--- config.mk ---
export PLATFORM = sky130hd
export DESIGN_NAME = down_counter
export DESIGN_NICKNAME = d
export VERILOG_FILES = /design/src/rtl/down_counter_pkg.sv /design/src/rtl/down_counter_dp.sv /design/src/rtl/down_counter.sv
export SDC_FILE = /design/constraint.sdc
export NUM_CORES = 1
export LEC_CHECK = 0
export BUFFER_PORTS_ARGS = -buffer_cell sky130_fd_sc_hd__buf_2
export CAP_MARGIN = 25
export CORE_MARGIN = 2
export CORE_UTILIZATION = 50
export DETAILED_ROUTE_END_ITERATION = 10
export PLACE_DENSITY = 0.77
export SLEW_MARGIN = 0
export SYNTH_ARGS = -nofsm -noshare
export SYNTH_HDL_FRONTEND = slang
export SYNTH_SLANG_ARGS = --single-unit
--- constraint.sdc ---
create_clock -name clk -period 2.2 [get_ports clk]
set_input_delay 0.44 -clock clk [delete_from_list [all_inputs] [get_ports clk]]
set_output_delay 0.44 -clock clk [all_outputs]
set_load 0.1 [all_outputs]
--- src/rtl/down_counter_pkg.sv ---
// down_counter_pkg
//   Shared definitions for the down_counter block: FSM state encoding and
//   default widths for the count and the expiry event counter.
package down_counter_pkg;

    localparam int DEF_COUNT_WIDTH   = 32;
    localparam int DEF_EXP_CNT_WIDTH = 16;

    typedef enum logic [1:0] {
        ST_IDLE  = 2'd0,
        ST_ARMED = 2'd1,
        ST_RUN   = 2'd2,
        ST_DONE  = 2'd3
    } state_t;

endpackage

--- src/rtl/down_counter_dp.sv ---
// down_counter_dp
//   Count / reload datapath for down_counter. Holds the live count and the
//   reload value and provides the zero/one detects the FSM steers on.
//
//   Ports:
//     clk          clock, rising edge
//     r_reset      synchronous active-high reset (count and reload to 0)
//     load         take load_value into count and reload register
//     load_value   value to load
//     dec          decrement count by one (saturates at 0)
//     reload       copy reload register into count
//     clear        force count to 0 (highest priority)
//     count        current count
//     is_zero      count == 0
//     is_one       count == 1
//     reload_zero  reload register == 0
module down_counter_dp
    import down_counter_pkg::*;
#(
    parameter int COUNT_WIDTH = DEF_COUNT_WIDTH
) (
    input  logic                   clk,
    input  logic                   r_reset,
    input  logic                   load,
    input  logic [COUNT_WIDTH-1:0] load_value,
    input  logic                   dec,
    input  logic                   reload,
    input  logic                   clear,
    output logic [COUNT_WIDTH-1:0] count,
    output logic                   is_zero,
    output logic                   is_one,
    output logic                   reload_zero
);

    logic [COUNT_WIDTH-1:0] reload_val;

    assign is_zero     = (count == '0);
    assign is_one      = (count == COUNT_WIDTH'(1));
    assign reload_zero = (reload_val == '0);

    always_ff @(posedge clk) begin
        if (r_reset) begin
            count      <= '0;
            reload_val <= '0;
        end else begin
            if (clear) begin
                count <= '0;
            end else if (load) begin
                count <= load_value;
            end else if (reload) begin
                count <= reload_val;
            end else if (dec && !is_zero) begin
                // guarded so the count can never wrap below zero
                count <= count - COUNT_WIDTH'(1);
            end

            if (load && !clear) begin
                reload_val <= load_value;
            end
        end
    end

endmodule

--- src/rtl/down_counter.sv ---
// down_counter
//   Loadable down counter with one-shot or periodic (auto-reload) expiry.
//   A load arms the counter; a start in ARMED begins the countdown. The
//   expiry pulse is high for exactly the one cycle spent in DONE, and every
//   expiry is tallied in a wrapping event counter.
//
//   Ports:
//     clk            clock, rising edge
//     r_reset        synchronous active-high reset
//     i_load_valid   load request
//     o_load_ready   load can be accepted (IDLE/ARMED, not in reset)
//     i_load_value   terminal count N
//     i_auto_reload  periodic mode flag, sampled with the load
//     i_start        begin countdown (ARMED only)
//     i_stop         abort to IDLE, highest priority
//     o_count        current count
//     o_busy         high in RUN or DONE
//     o_expire       high while in DONE
//     o_exp_cnt      number of expiries, wrapping
module down_counter
    import down_counter_pkg::*;
#(
    parameter int COUNT_WIDTH   = DEF_COUNT_WIDTH,
    parameter int EXP_CNT_WIDTH = DEF_EXP_CNT_WIDTH
) (
    input  logic                     clk,
    input  logic                     r_reset,
    input  logic                     i_load_valid,
    output logic                     o_load_ready,
    input  logic [COUNT_WIDTH-1:0]   i_load_value,
    input  logic                     i_auto_reload,
    input  logic                     i_start,
    input  logic                     i_stop,
    output logic [COUNT_WIDTH-1:0]   o_count,
    output logic                     o_busy,
    output logic                     o_expire,
    output logic [EXP_CNT_WIDTH-1:0] o_exp_cnt
);

    state_t state, state_next;
    logic   auto_reload, auto_next;
    logic   load_fire;
    logic   dp_load, dp_dec, dp_reload, dp_clear;
    logic   cnt_zero, cnt_one, rl_zero;
    logic   load_zero;

    logic [EXP_CNT_WIDTH-1:0] exp_cnt;

    down_counter_dp #(
        .COUNT_WIDTH (COUNT_WIDTH)
    ) u_dp (
        .clk         (clk),
        .r_reset     (r_reset),
        .load        (dp_load),
        .load_value  (i_load_value),
        .dec         (dp_dec),
        .reload      (dp_reload),
        .clear       (dp_clear),
        .count       (o_count),
        .is_zero     (cnt_zero),
        .is_one      (cnt_one),
        .reload_zero (rl_zero)
    );

    assign o_load_ready = !r_reset && ((state == ST_IDLE) || (state == ST_ARMED));
    assign load_fire    = i_load_valid && o_load_ready;
    assign load_zero    = (i_load_value == '0);

    assign o_busy    = (state == ST_RUN) || (state == ST_DONE);
    assign o_expire  = (state == ST_DONE);
    assign o_exp_cnt = exp_cnt;

    always_ff @(posedge clk) begin
        if (r_reset) begin
            state       <= ST_IDLE;
            auto_reload <= 1'b0;
        end else begin
            state       <= state_next;
            auto_reload <= auto_next;
        end
    end

    // Every cycle in DONE is one expiry; it is counted on the edge leaving
    // DONE, including when i_stop forces that exit.
    always_ff @(posedge clk) begin
        if (r_reset) begin
            exp_cnt <= '0;
        end else if (state == ST_DONE) begin
            exp_cnt <= exp_cnt + EXP_CNT_WIDTH'(1);
        end
    end

    always_comb begin
        state_next = state;
        auto_next  = auto_reload;
        dp_load    = 1'b0;
        dp_dec     = 1'b0;
        dp_reload  = 1'b0;
        dp_clear   = 1'b0;

        if (i_stop) begin
            state_next = ST_IDLE;
            auto_next  = 1'b0;
            dp_clear   = 1'b1;
        end else begin
            case (state)
                ST_IDLE: begin
                    // start is ignored here, even alongside a load
                    if (load_fire) begin
                        dp_load    = 1'b1;
                        auto_next  = i_auto_reload;
                        state_next = ST_ARMED;
                    end
                end
                ST_ARMED: begin
                    if (load_fire) begin
                        dp_load   = 1'b1;
                        auto_next = i_auto_reload;
                    end
                    if (i_start) begin
                        // a same-edge load supplies the value the run starts from;
                        // a zero terminal count expires straight away
                        if (load_fire ? load_zero : cnt_zero) begin
                            state_next = ST_DONE;
                        end else begin
                            state_next = ST_RUN;
                        end
                    end
                end
                ST_RUN: begin
                    dp_dec = 1'b1;
                    if (cnt_one || cnt_zero) begin
                        state_next = ST_DONE;
                    end
                end
                ST_DONE: begin
                    if (auto_reload) begin
                        dp_reload  = 1'b1;
                        state_next = rl_zero ? ST_DONE : ST_RUN;
                    end else begin
                        state_next = ST_IDLE;
                    end
                end
                default: begin
                    state_next = ST_IDLE;
                end
            endcase
        end
    end

endmodule

Yosys cells after proc, flatten, opt, wreduce, memory -nomap -nowiden
Cells that the tools add are included.
- multiply operators: 0
- eq/ne operators: 7
- bitwise gates (word level): 0
- reductions and logical operators: 20
- div/mod/pow operators: 0
- shift operators: 0
- multiplexer cells: 20
- $add $sub $neg: 2
- magnitude comparators: 0
- operators with widths (cell ; count):
    logical NOT 32 bit ; 3
    two-way mux 32 bit ; 3
    equality test 32 x 1 -> 1 bit, second input constant ; 1
    subtractor 32 x 1 -> 32 bit, second input constant ; 1
    adder 16 x 1 -> 16 bit, second input constant ; 1
    two-way mux 1 bit ; 12
    two-way mux 2 bit ; 4
    one-hot mux 2 bit (4 select lines) ; 1
    OR reduction 2 bit ; 3
    equality test 2 bit, second input constant ; 2
    logical AND 1 bit ; 4
    != test 2 bit, second input constant ; 2
    logical NOT 1 bit ; 3
    logical OR 1 bit ; 3
    AND reduction 3 bit ; 1
    nonzero test 3 bit ; 1
    equality test 2 x 1 -> 1 bit, second input constant ; 1
    logical NOT 2 bit ; 1
    != test 2 x 1 -> 1 bit, second input constant ; 1
    AND reduction 2 bit ; 1
- output and inout port bits: 51
- memories: 0
- word-level logic and storage cells: 54
- latch bits: 0
- RAM bits: 0
- bits in read-only memories: 0
- flip-flop bits (word level): 83

Logic depth before layout (Yosys ltp)
Gate-level depths: netlist of the first run.
- word-level depth: 8
- depth in mapped cells: 9
- gate-level depth less buffers: 8

By module
Synthesis of the first run repeated with hierarchy kept, for this count alone.
- cell total of the unflattened synthesis: 584
- area, all modules: 4565.6 µm²
- modules (own cells, without submodules) (module ; cells an instance ; instances ; sequential area each (µm²) ; area each (µm²)):
    down_counter_dp ; 461 ; 1 ; 1281.2 ; 3594.7
    down_counter ; 123 ; 1 ; 380.4 ; 970.9

Worst setup path before layout of the first run
OpenSTA, ideal clock, no wires.
- path kind: input-to-reg
- start: input port r_reset
- end: register u_dp.count[11]
- stages: 7
- arrival: 3.300 ns
- data required time: 2.129 ns
- slack: -1.170 ns
- library setup time: 0.071 ns
- cell sequence: clkbuf_1 nor2_1 nand2_1 a21oi_1 nor2_4 or3_1 a21oi_1
- cells in the longest elaborated chain, start to end: 7
- elaborated cells on any way between the ends: 9
- classes of those cells: mux: 4; reduce/logical: 5
- ends and longest elaborated chain (item ; line ; RTL):
    from (decl) ; down_counter.sv:27 ; input logic r_reset,
    logical NOT 1 bit * ; down_counter.sv:65 ; assign o_load_ready = !r_reset && ((state == ST_IDLE) || (state == ST_ARMED));
    logical AND 1 bit * ; down_counter.sv:65 ;
    named net o_load_ready ; down_counter.sv:29 ; output logic o_load_ready,
    logical AND 1 bit * ; down_counter.sv:66 ; assign load_fire = i_load_valid && o_load_ready;
    two-way mux 1 bit * ; down_counter.sv:109, down_counter.sv:116 ;
    two-way mux 1 bit * ; - ;
    two-way mux 1 bit * ; down_counter.sv:101 ; if (i_stop) begin
    nonzero test 3 bit (no line) / two-way mux 32 bit (equally long branches) ; - ;
    to (signal assigned) ; down_counter_dp.sv:49 ; count <= load_value;
    to (signal assigned) ; down_counter_dp.sv:51 ; count <= reload_val;
    to (signal assigned) ; down_counter_dp.sv:54 ; count <= count - COUNT_WIDTH'(1);
    to (decl) ; down_counter_dp.sv:29 ; output logic [COUNT_WIDTH-1:0] count,
Mark *: on every way through the listed nets, which the timed path passes. The rest lies on a longest branch.
A chain may end at the register's enable or synchronous reset.

Final worst setup path of the first run
- start: register u_dp.count[0]
- end: register u_dp.count[24]
- cells in the longest elaborated chain, start to end: 4
- elaborated cells on any way between the ends: 8
- classes of those cells: add/sub: 1; mux: 3; reduce/logical: 4
- ends and longest elaborated chain (item ; line ; RTL):
    subtractor 32 x 1 -> 32 bit / logical NOT 32 bit (equally long branches) ; down_counter_dp.sv:54, down_counter_dp.sv:37 ;
    two-way mux 32 bit / logical NOT 1 bit (equally long branches) ; down_counter_dp.sv:52 ; end else if (dec && !is_zero) begin
    two-way mux 32 bit / logical AND 1 bit (equally long branches) ; down_counter_dp.sv:50, down_counter_dp.sv:52 ;
    two-way mux 32 bit / nonzero test 3 bit (equally long branches) ; - ;
Parallel ways exist; a longest one is shown, timed or not. The select of a mux whose other input is x is not followed.

==> flow_metrics.tcl, run 1 <==
set metrics [dict create \
    nNetsFinal 738 \
    htreeDepth 3 \
    gp_congestion 0.9988 \
    leakagePower_uw 0.002403 \
    slew_violations 0 \
    max_cap_violations 0 \
    synthMuxAreaShare_pct 0.4520 \
    yosysMostFrequentCell "nand2_1" \
    synth.largest_area_cell "dfxtp_1" \
    die_x_um 98.12 \
    gr-usage-all-layers_pct 30.31 \
    root_buffer "clkbuf_8" \
    reg2reg_depth 9 \
    synthArstFlopShare_pct 0 \
    clock_skew_ns 0.01281 \
    synth_compound_area_share_pct 21.36 \
    overflow 0 \
    rr_startpoint "u_dp.count[0]$_SDFFE_PP0P_" \
    synth_top_area_share_pct 37.51 \
    busiest_layer "met2" \
    cpLargestDelayFamily "simple AND/OR/NAND/NOR gates" \
    worstSetupPathType "reg -> reg" \
    grt_pass1_wl_um 23320 \
    grt_antenna_before_repair 0 \
    status "complete, but fails checks" \
    cts_buffers 9 \
    setup_viol_count_final 12 \
    dieHeight_um 98.12 \
    rsz0062_at_grt "true" \
    drt_iter0_drc 606 \
    pre_cts_ws_ns 0.02020 \
    start_util_pct 51.29 \
    cp.required_ns 2.45 \
    rows 34 \
    postPlaceCellArea_mm2 0.005456 \
    synth_fa_ha_area_share_pct 0.8475 \
    path_cells "inv_4 -> ha_4 -> or3b_4 -> nor4_4 -> a31o_2 -> nand2_4 -> buf_12 -> o21ai_0 -> a31oi_1" \
    worstHoldStart "i_load_value[9]" \
    reg2reg_slack_ns -0.09 \
    final_antenna_net_count 0 \
    syn_avg_cell_area_um2 7.663 \
    fin_ws_ns -0.08580 \
    grt_pass1_vias 4501 \
    crit_arrival_ns 2.54 \
    cts_buffer_depth 2 \
    vias_per_cell 6.262 \
    whs_ns 0.3403 \
    gr-usage-met2_pct 45.31 \
    ys_top_cells_by_count "99 x nand2_1, 83 x dfxtp_1, 69 x nor2_1" \
    critPathLaunchType "register" \
    power.density_mw_per_mm2 626.8 \
    wire_per_inst_um 19.00 \
    cp_slowest_cell "nor4_4" \
    clk_pin_slew_ns 0.09 \
    vias 5072 \
    worst_pin_slew_ns 0.5138 \
    crit_path_end_kind "register" \
    power_uw 3689 \
    ys_ff_latch 83 \
    synthFlopType "dfxtp_1" \
    ys_types 58 \
    rr_endpoint "u_dp.count[24]$_SDFFE_PP0P_" \
    cts_tree "built" \
    worst_path_largest_cell_delay_ns 0.43 \
    slew_headroom_pct 65.98 \
    use_met3_pct 6.943 \
    wl_um 15390 \
    synthCells 578 \
    fillers 708 \
    crit_fanout 19 \
    antennaDiodeCount 0 \
    fin_cells 810 \
    synth_top_family_by_area "simple AND/OR/NAND/NOR gates" \
    synth_edf_count 0 \
    final_cell_area_mm2 0.005886 \
    min_period_over_period_pct 103.9 \
    grt_max_degree 49 \
    peakVddDrop_mv 0.3706 \
    post-dp-hpwl_um 11150 \
    placed_cells 787 \
    syn_to_final_growth_pct 32.88 \
    use_met1_pct 42.47 \
    portBuffers 88 \
    clock-sinks 83 \
    synthXorXnorAreaFrac_pct 5.932 \
    drive_gt1_share_pct 36.18 \
    holdCritPathClass "in -> reg" \
    die_area_mm2 0.009628 \
    violations "negative setup slack" \
    yosysWarnings 0 \
    yosys.area_share.simple_pct 29.58 \
    syn_area_mm2 0.004429 \
    synth_area_leaders "dfxtp_1 38%, nand2_1 8.4%, a21oi_1 6.2%" \
    period_needed_ns 2.286 \
    final_hold_viol_count 0 \
    clk_latency_ns 0.37 \
    coreArea_mm2 0.008636 \
    whs_endpoint "u_dp.reload_val[9]$_SDFFE_PP0P_" \
    firstDrtPassIters 8 \
    pin_count 89 \
    yosysSeqAreaShare_pct 37.51 \
    synth_nets 619 \
    drcViolationCount 0 \
    cp_num_buf_inv 2 \
    fmax_ghz 0.4375 \
    min_delay_path_depth 3 \
]
==> cell usage in the layout, fill, tap and decap left out, types with 5 or more instances in the layout <==
| cell type | n |
|---|---|
| clkbuf_8 | 9 |
| xor2_1 | 20 |
| o21ai_0 | 16 |
| dfxtp_4 | 17 |
| nand2_1 | 98 |
| nor4_1 | 20 |
| dfxtp_1 | 53 |
| buf_12 | 6 |
| o21ai_1 | 6 |
| a21oi_1 | 52 |
| buf_4 | 55 |
| nor2_1 | 63 |
| xnor2_1 | 10 |
| nand4_1 | 11 |
| o211ai_1 | 11 |
| nand3_1 | 14 |
| nor4_2 | 5 |
| o21ai_2 | 8 |
| a211oi_1 | 6 |
| buf_2 | 86 |
| or4_4 | 5 |
| a31oi_1 | 9 |
| nor3_1 | 9 |
| nor3_2 | 5 |
| dfxtp_2 | 13 |
| or3_1 | 6 |
==> state kept, by name (all words and copies together), names as in the netlist <==
signal / cells
u_dp.count: 32
u_dp.reload_val: 32
auto_reload: 1
state: 2
o_exp_cnt: 16
==> stage by stage <==
stage,utilization (%),setup TNS (ns)
after floorplan,-,-0.2922
after global placement,63.18,0
after detailed placement,63.18,0
after CTS,65.62,0
after global routing,68.15,-1.256
final,68.15,-0.3039
==> where the power goes <==
part           internal (µW)  total [µW]  switching [µW]
registers               1520        1570            43.3
clock network            597        1180             585
logic                    348         939             591
total                   2470        3690            1220
==> tightest hold or removal path, delay by kind of cell <==
family	cells	cell delay [ns]
AO/OA/AOI/OAI	1	0.05
AND/OR/NAND/NOR	1	0.05
buffers and inverters	1	0.12
==> worst max path at each step <==
stage	slack [ns]	cells after the start	endpoint	from
final	-0.09	9	u_dp.count[24]$_SDFFE_PP0P_	u_dp.count[0]$_SDFFE_PP0P_
after global routing	-0.13	9	u_dp.count[24]$_SDFFE_PP0P_	u_dp.count[0]$_SDFFE_PP0P_
after CTS	0.005	7	u_dp.count[8]$_SDFFE_PP0P_	u_dp.count[10]$_SDFFE_PP0P_
after detailed placement	0.02	7	u_dp.count[9]$_SDFFE_PP0P_	u_dp.count[10]$_SDFFE_PP0P_
after global placement	0.07	7	u_dp.count[9]$_SDFFE_PP0P_	u_dp.count[10]$_SDFFE_PP0P_
after floorplan	-0.03	7	u_dp.count[16]$_SDFFE_PP0P_	u_dp.count[10]$_SDFFE_PP0P_
==> layout make-up <==
| class | count | area, µm² | area share, % |
|---|---|---|---|
| clock buffer | 11 | 152.6 | 2.594 |
| tap | 108 | 135.1 | 2.296 |
| timing repair buffer | 148 | 974.7 | 16.56 |
| clock inverter | 5 | 57.56 | 0.9779 |
| inverter | 4 | 20.02 | 0.3401 |
| sequential | 83 | 1742 | 29.59 |
| multi-input combinational | 451 | 2804 | 47.64 |
==> cell families after synthesis <==
logic type / after synthesis
and+or+nand+nor: 269
muxes: 2
AOI/OAI and AO/OA: 147
xor gates and xnor gates: 30
DFF: 83
adders and majority gates: 3
buffers and inverters: 44
==> routing by layer <==
metal	vias to the layer above	part of all wire (%)
li1	2335	-
met1	2358	41
met2	344	45
met3	35	12
met4	0	2.3
met5	-	0
==> what timing repair did <==
item	4_1_cts	5_1_grt
resized for setup	0	48
endpoints found under the setup margin	4	31
buffers inserted	0	7
pin swaps	1	10
gates cloned	0	0
hold buffers	0	0
(Power assumes the default switching activity.)
==> run 2: changes to the inputs <==
- ABC_AREA: unset -> 1
- BUFFER_PORTS_ARGS: -buffer_cell sky130_fd_sc_hd__buf_2 -> unset
- CELL_PAD_IN_SITES_DETAIL_PLACEMENT: unset -> 1
- CELL_PAD_IN_SITES_GLOBAL_PLACEMENT: unset -> 1
- CORE_UTILIZATION: 50 -> 39
- DONT_BUFFER_PORTS: unset -> 1
- PLACE_DENSITY: 0.77 -> unset
- PLACE_DENSITY_LB_ADDON: unset -> 0.1
==> run 2 against run 1 <==
  * The flow now finishes without violations
  * First-iteration DRC count is 53% lower
  * Worst setup slack better by 0.25 ns
  * Non-clock buffer count is 84 lower
  * Final cell count is 29% higher
  * Synthesized area is 11% higher
  * Clock-buffer cell count is 2 higher
  * Sequential share of layout area is 0.84 points lower
  * Clock skew is 0.0048 ns lower
  * Worst hold slack worse by 0.18 ns
  * Sequential power hardly changed
  * Sequential cell count stayed put
  * Critical endpoint is now u_dp.count[10]$_SDFFE_PP0P_
  * Largest power group unchanged
  * Highest routed layer unchanged
==> flow_metrics.tcl, run 2 <==
set metrics [dict create \
    drcViolationCount 0 \
    crit_arrival_ns 2.28 \
    firstDrtPassIters 5 \
    antennaDiodeCount 0 \
    cts_tree "built" \
    cts_buffers 9 \
    synth_area_leaders "dfxtp_1 34%, nand2_1 19%, nor2_1 12%" \
    synthCells 822 \
    reg2reg_depth 10 \
    syn_to_final_growth_pct 17.50 \
    grt_max_degree 49 \
    grt_antenna_before_repair 1 \
    final_antenna_net_count 0 \
    cp.required_ns 2.44 \
    start_util_pct 39.58 \
    final_cell_mix "251 x nand2_1, 155 x nor2_1, 79 x dfxtp_1" \
    portBuffers 0 \
    finalSetupTns_ns 0 \
    synthFlopType "dfxtp_1" \
    synth.largest_area_cell "dfxtp_1" \
    grt_pass1_vias 5751 \
    yosysMostFrequentCell "nand2_1" \
    fin_util_pct 46.50 \
    root_buffer "clkbuf_16" \
    gr-usage-all-layers_pct 28.18 \
    peakVddDrop_mv 0.2557 \
    nNetsFinal 908 \
    wl_um 18390 \
    ys_top_cells_by_count "251 x nand2_1, 158 x nor2_1, 83 x dfxtp_1" \
    pin_count 89 \
    syn_avg_cell_area_um2 6.002 \
    min_delay_path_depth 1 \
    dieHeight_um 116.5 \
    ys_ff_latch 83 \
    worstHoldStart "r_reset" \
    clock-sinks 83 \
    rr_startpoint "u_dp.count[0]$_SDFFE_PP0P_" \
    holdBufCountCts 0 \
    cts_buffer_depth 2 \
    synthArstFlopShare_pct 0 \
    worstSetupPathType "reg -> reg" \
    rows 41 \
    clk_latency_ns 0.35 \
    post-dp-hpwl_um 14090 \
    ys_types 37 \
    overflow 0 \
    coreArea_mm2 0.01247 \
    crit_fanout 18 \
    syn_area_mm2 0.004933 \
    yosysSeqAreaShare_pct 33.68 \
    vias_per_cell 5.303 \
    synth_top_area_share_pct 33.68 \
    worst_pin_slew_ns 0.4320 \
    vias 5536 \
    clock_skew_ns 0.008058 \
    crit_path_end_kind "register" \
    drt_iter0_drc 286 \
    synth_edf_count 0 \
    reg2reg_slack_ns 0.16 \
    yosysWarnings 0 \
    period_needed_ns 2.040 \
    rsz0062_at_grt "false" \
    htreeDepth 3 \
    placed_cells 1028 \
    die_area_mm2 0.01357 \
    layout_commonest_cell "nand2_1" \
    drive_gt1_share_pct 11.70 \
    slew_violations 0 \
    final_hold_viol_count 0 \
    power.density_mw_per_mm2 696.4 \
    synth_nets 863 \
    slew_headroom_pct 71.20 \
    wire_per_inst_um 17.61 \
    fin_cells 1044 \
    min_period_over_period_pct 92.74 \
    critPathLaunchType "register" \
    clk_pin_slew_ns 0.07 \
    gp_congestion 0.8989 \
    fmax_ghz 0.4902 \
    whs_endpoint "u_dp.reload_val[5]$_SDFFE_PP0P_" \
    leakagePower_uw 0.002740 \
    grt_pass1_wl_um 29280 \
    rr_endpoint "u_dp.count[10]$_SDFFE_PP0P_" \
    holdCritPathClass "in -> reg" \
    setup_viol_count_final 0 \
    die_x_um 116.5 \
    status "finished clean" \
    max_cap_violations 0 \
]
-- run 2: metal layers --
metal	routed length [µm]	vias up	part of all wire, %	GRT usage, %
met5	0	-	0	0
met4	434	0	2.4	11.11
met3	1170	35	6.4	6.487
met2	8727	141	47	46.63
met1	8056	2634	44	35.65
li1	-	2726	-	-
-- run 2: repair_timing --
action | CTS | global route
buffers inserted | 0 | 0
gates resized for setup | 0 | 1
setup endpoints to repair | 0 | 9
-- run 2: how the worst max path moves through the flow --
stage | slack (ns) | endpoint | start | cells after the start
2_1_floorplan | 0.003 | o_exp_cnt[13]$_SDFFE_PP0P_ | o_exp_cnt[3]$_SDFFE_PP0P_ | 9
3_3_place_gp | 0.15 | u_dp.count[25]$_SDFFE_PP0P_ | u_dp.count[2]$_SDFFE_PP0P_ | 8
3_5_place_dp | 0.07 | u_dp.count[15]$_SDFFE_PP0P_ | u_dp.count[2]$_SDFFE_PP0P_ | 10
4_1_cts | 0.02 | u_dp.count[15]$_SDFFE_PP0P_ | u_dp.count[2]$_SDFFE_PP0P_ | 10
5_1_grt | 0.005 | u_dp.count[25]$_SDFFE_PP0P_ | u_dp.count[20]$_SDFFE_PP0P_ | 8
6_report | 0.16 | u_dp.count[10]$_SDFFE_PP0P_ | u_dp.count[0]$_SDFFE_PP0P_ | 10
-- run 2: worst max-delay path: stages (launching register included) --
cell      delay (ns)
dfxtp_2         0.36
inv_1           0.07
ha_1            0.23
nand2_2         0.15
nor2_8          0.08
nand2_4         0.11
o21ai_4         0.08
nand2_4         0.22
clkinv_2        0.33
nor2_1          0.23
nor2_1          0.06
-- run 2: cells by family after synthesis --
group | after synthesis | share of synthesized area, %
xor+xnor | 4 | 0.7102
compound gates | 127 | 13.95
simple gates | 508 | 42.68
mux | 1 | 0.2029
buf+inv | 96 | 8.014
fa+ha+maj | 3 | 0.7609
flops | 83 | 33.68
-- run 2: area by class of cell --
class                   instances  area (µm²)
flip-flops and latches         83        1667
clock inverters                 3       46.29
well taps                     172       215.2
multi-input cells             643        2889
clock buffers                  13       250.2
fillers                      1731        6669
repair buffers                 64       480.5
inverters                      66       249.0
-- run 2: stage by stage --
step / cell area (µm²) / total power [µW] / setup WS, ns / hold slack (ns)
after floorplan: 4946 / 2267 / 0.002600 / 0.4543
after global placement: 5498 / 2461 / 0.1475 / 0.4648
after detailed placement: 5498 / 2492 / 0.07304 / 0.4698
after CTS: 5794 / 4058 / 0.02448 / 0.1421
after global routing: 5797 / 4232 / 0.004679 / 0.1407
final: 5797 / 4037 / 0.1598 / 0.1597
-- run 2: where the power goes --
group          internal [µW]  switching (µW)  total, µW  leakage (µW)
clock                    917             649       1570      0.000140
combinational            257             645        902       0.00192
sequential              1540            28.9       1570      0.000675
total                   2710            1320       4040       0.00274
==> run 3: changes to the inputs <==
- CORE_UTILIZATION: 39 -> 44
- RECOVER_POWER: unset -> 100
- REMOVE_ABC_BUFFERS: unset -> 1
- clock period: 2.2 -> 2.11 ns (I/O delays scaled with it)
==> run 3 against run 2 <==
  * Register-to-register slack about the same
  * Clock-buffer cell count decreased by 1
  * Die area decreased by 11%
  * Sequential share of layout area increased by 1.0 points
  * Worst setup slack got worse by 0.0043 ns
  * Largest cell class unchanged
==> flow_metrics.tcl, run 3 (synthesis results as in run 2) <==
set metrics [dict create \
    status "finished clean" \
    leakagePower_uw 0.002688 \
    routed.top_layer "met4" \
    met1Wirelength_um 7696 \
    finalSetupTns_ns 0 \
    critPathLaunchType "register" \
    clkPwrFrac_pct 33.1 \
    pin_count 89 \
    clk_pin_slew_ns 0.09 \
    holdCritPathClass "in -> reg" \
    cts_tree "built" \
    dieHeight_um 109.9 \
    setup_viol_count_final 0 \
    fmax_ghz 0.5117 \
    min_period_over_period_pct 92.63 \
    crit_arrival_ns 2.27 \
    final_antenna_net_count 0 \
    gr-usage-all-layers_pct 30.42 \
    gp_congestion 0.9691 \
    grt_antenna_before_repair 0 \
    grt_max_degree 49 \
    clk_latency_ns 0.39 \
    syn_to_final_growth_pct 13.04 \
    met3_length_um 980 \
    fin_cells 1014 \
    rows 38 \
    clock-sinks 83 \
    final_cell_area_mm2 0.005577 \
    holdBufCountCts 0 \
    final_hold_viol_count 0 \
    cts_setup_buffers 0 \
    vias 5543 \
    slew_violations 0 \
    dr_wl_met2_um 8630 \
    portBuffers 0 \
    grt_pass1_wl_um 28030 \
    post-dp-hpwl_um 13360 \
    die_x_um 109.9 \
    postPlaceCellArea_mm2 0.005475 \
    start_util_pct 45.31 \
    layout_commonest_cell "nand2_1" \
    rsz0062_at_grt "false" \
    power.density_mw_per_mm2 687.4 \
    seqPwrFrac_pct 42.6 \
    nNetsFinal 910 \
    whs_ns 0.09409 \
    final_cell_mix "251 x nand2_1, 156 x nor2_1, 83 x dfxtp_1" \
    overflow 0 \
    wire_per_inst_um 17.43 \
    pre_cts_ws_ns 0.1186 \
    grt_pass1_vias 5663 \
    crit_path_end_kind "register" \
    p_int_uw 2503 \
    max_cap_violations 0 \
    slew_headroom_pct 58.51 \
    worst_pin_slew_ns 0.6224 \
    period_needed_ns 1.954 \
    vias_per_cell 5.466 \
    drive_gt1_share_pct 11.56 \
    fin_ws_ns 0.1556 \
    drcViolationCount 0 \
    crit_fanout 18 \
    htreeDepth 3 \
    root_buffer "clkbuf_8" \
    drt_iter0_drc 313 \
    cts_buffer_depth 2 \
    switching_power_uw 1330 \
    antennaDiodeCount 0 \
    cp.required_ns 2.43 \
    firstDrtPassIters 4 \
    pwr-share-comb_pct 24.3 \
    clock_skew_ns 0.01499 \
    placed_cells 998 \
    peakVddDrop_mv 0.4007 \
    die_area_mm2 0.01208 \
    reg2reg_slack_ns 0.16 \
    wl_um 17680 \
    power.share.switching_pct 34.70 \
    coreArea_mm2 0.01089 \
    worstSetupPathType "reg -> reg" \
    cts_buffers 9 \
]
[run 3: changes by cell type in the layout (fill, tap and decap cells not counted), moves of 2 or more]
| cell | before | now |
|---|---|---|
| clkbuf_4 | 0 | 2 |
| buf_4 | 64 | 18 |
| clkbuf_2 | 0 | 45 |
| dfxtp_1 | 79 | 83 |
| clkbuf_16 | 9 | 0 |
| clkbuf_8 | 1 | 12 |
| clkbuf_1 | 3 | 0 |
| dfxtp_2 | 4 | 0 |
[run 3: final cells by class]
| cell class | count | area, µm² |
|---|---|---|
| inverter | 66 | 250.2 |
| sequential | 83 | 1662 |
| clock inverter | 4 | 47.55 |
| fill | 1546 | 5311 |
| timing repair buffer | 66 | 395.4 |
| multi-input combinational | 643 | 2882 |
| tap | 140 | 175.2 |
| clock buffer | 12 | 165.2 |
[run 3: per-stage QoR]
| stage | power (µW) | util [%] |
|---|---|---|
| 2_1_floorplan | 2339 | - |
| 3_3_place_gp | 2563 | 50.29 |
| 3_5_place_dp | 2594 | 50.29 |
| 4_1_cts | 3851 | 52.24 |
| 5_1_grt | 4022 | 51.22 |
| 6_report | 3833 | 51.22 |
[run 3: layer usage]
layer,vias up,global-route usage [%]
met5,-,0
met4,0,10.22
met3,26,7.113
met2,130,52.59
met1,2673,36.89
li1,2714,-
[run 3: final timing paths]
kind,startpoint,end,cells after the start
max,u_dp.count[24]$_SDFFE_PP0P_,u_dp.count[8]$_SDFFE_PP0P_,9
min,r_reset,u_dp.reload_val[3]$_SDFFE_PP0P_,1
max reg2reg,u_dp.count[24]$_SDFFE_PP0P_,u_dp.count[8]$_SDFFE_PP0P_,9
min reg2reg,u_dp.reload_val[1]$_SDFFE_PP0P_,u_dp.reload_val[1]$_SDFFE_PP0P_,2
[run 3: power groups by stage]
| stage | logic (µW) | clock network [µW] | registers (µW) |
|---|---|---|---|
| floorplan | 551 | 0 | 1790 |
| global placement | 896 | 0 | 1670 |
| detailed placement | 924 | 0 | 1670 |
| CTS | 933 | 1290 | 1630 |
| global route | 1030 | 1350 | 1640 |
| finish | 930 | 1270 | 1630 |
[run 3: critical path, cell delays in order, from the launching register on]
cell,delay (ns)
dfxtp_1,0.32
nor2_1,0.29
nand2_1,0.10
nor2_1,0.21
nand2_1,0.15
o21ai_4,0.20
nand2_4,0.18
inv_4,0.23
nor2_1,0.09
nor2_1,0.11
[run 3: repair_timing]
action | CTS | global route
endpoints found under the hold margin | 0 | 0
resized for setup | 0 | 2
endpoints found under the setup margin | 0 | 22
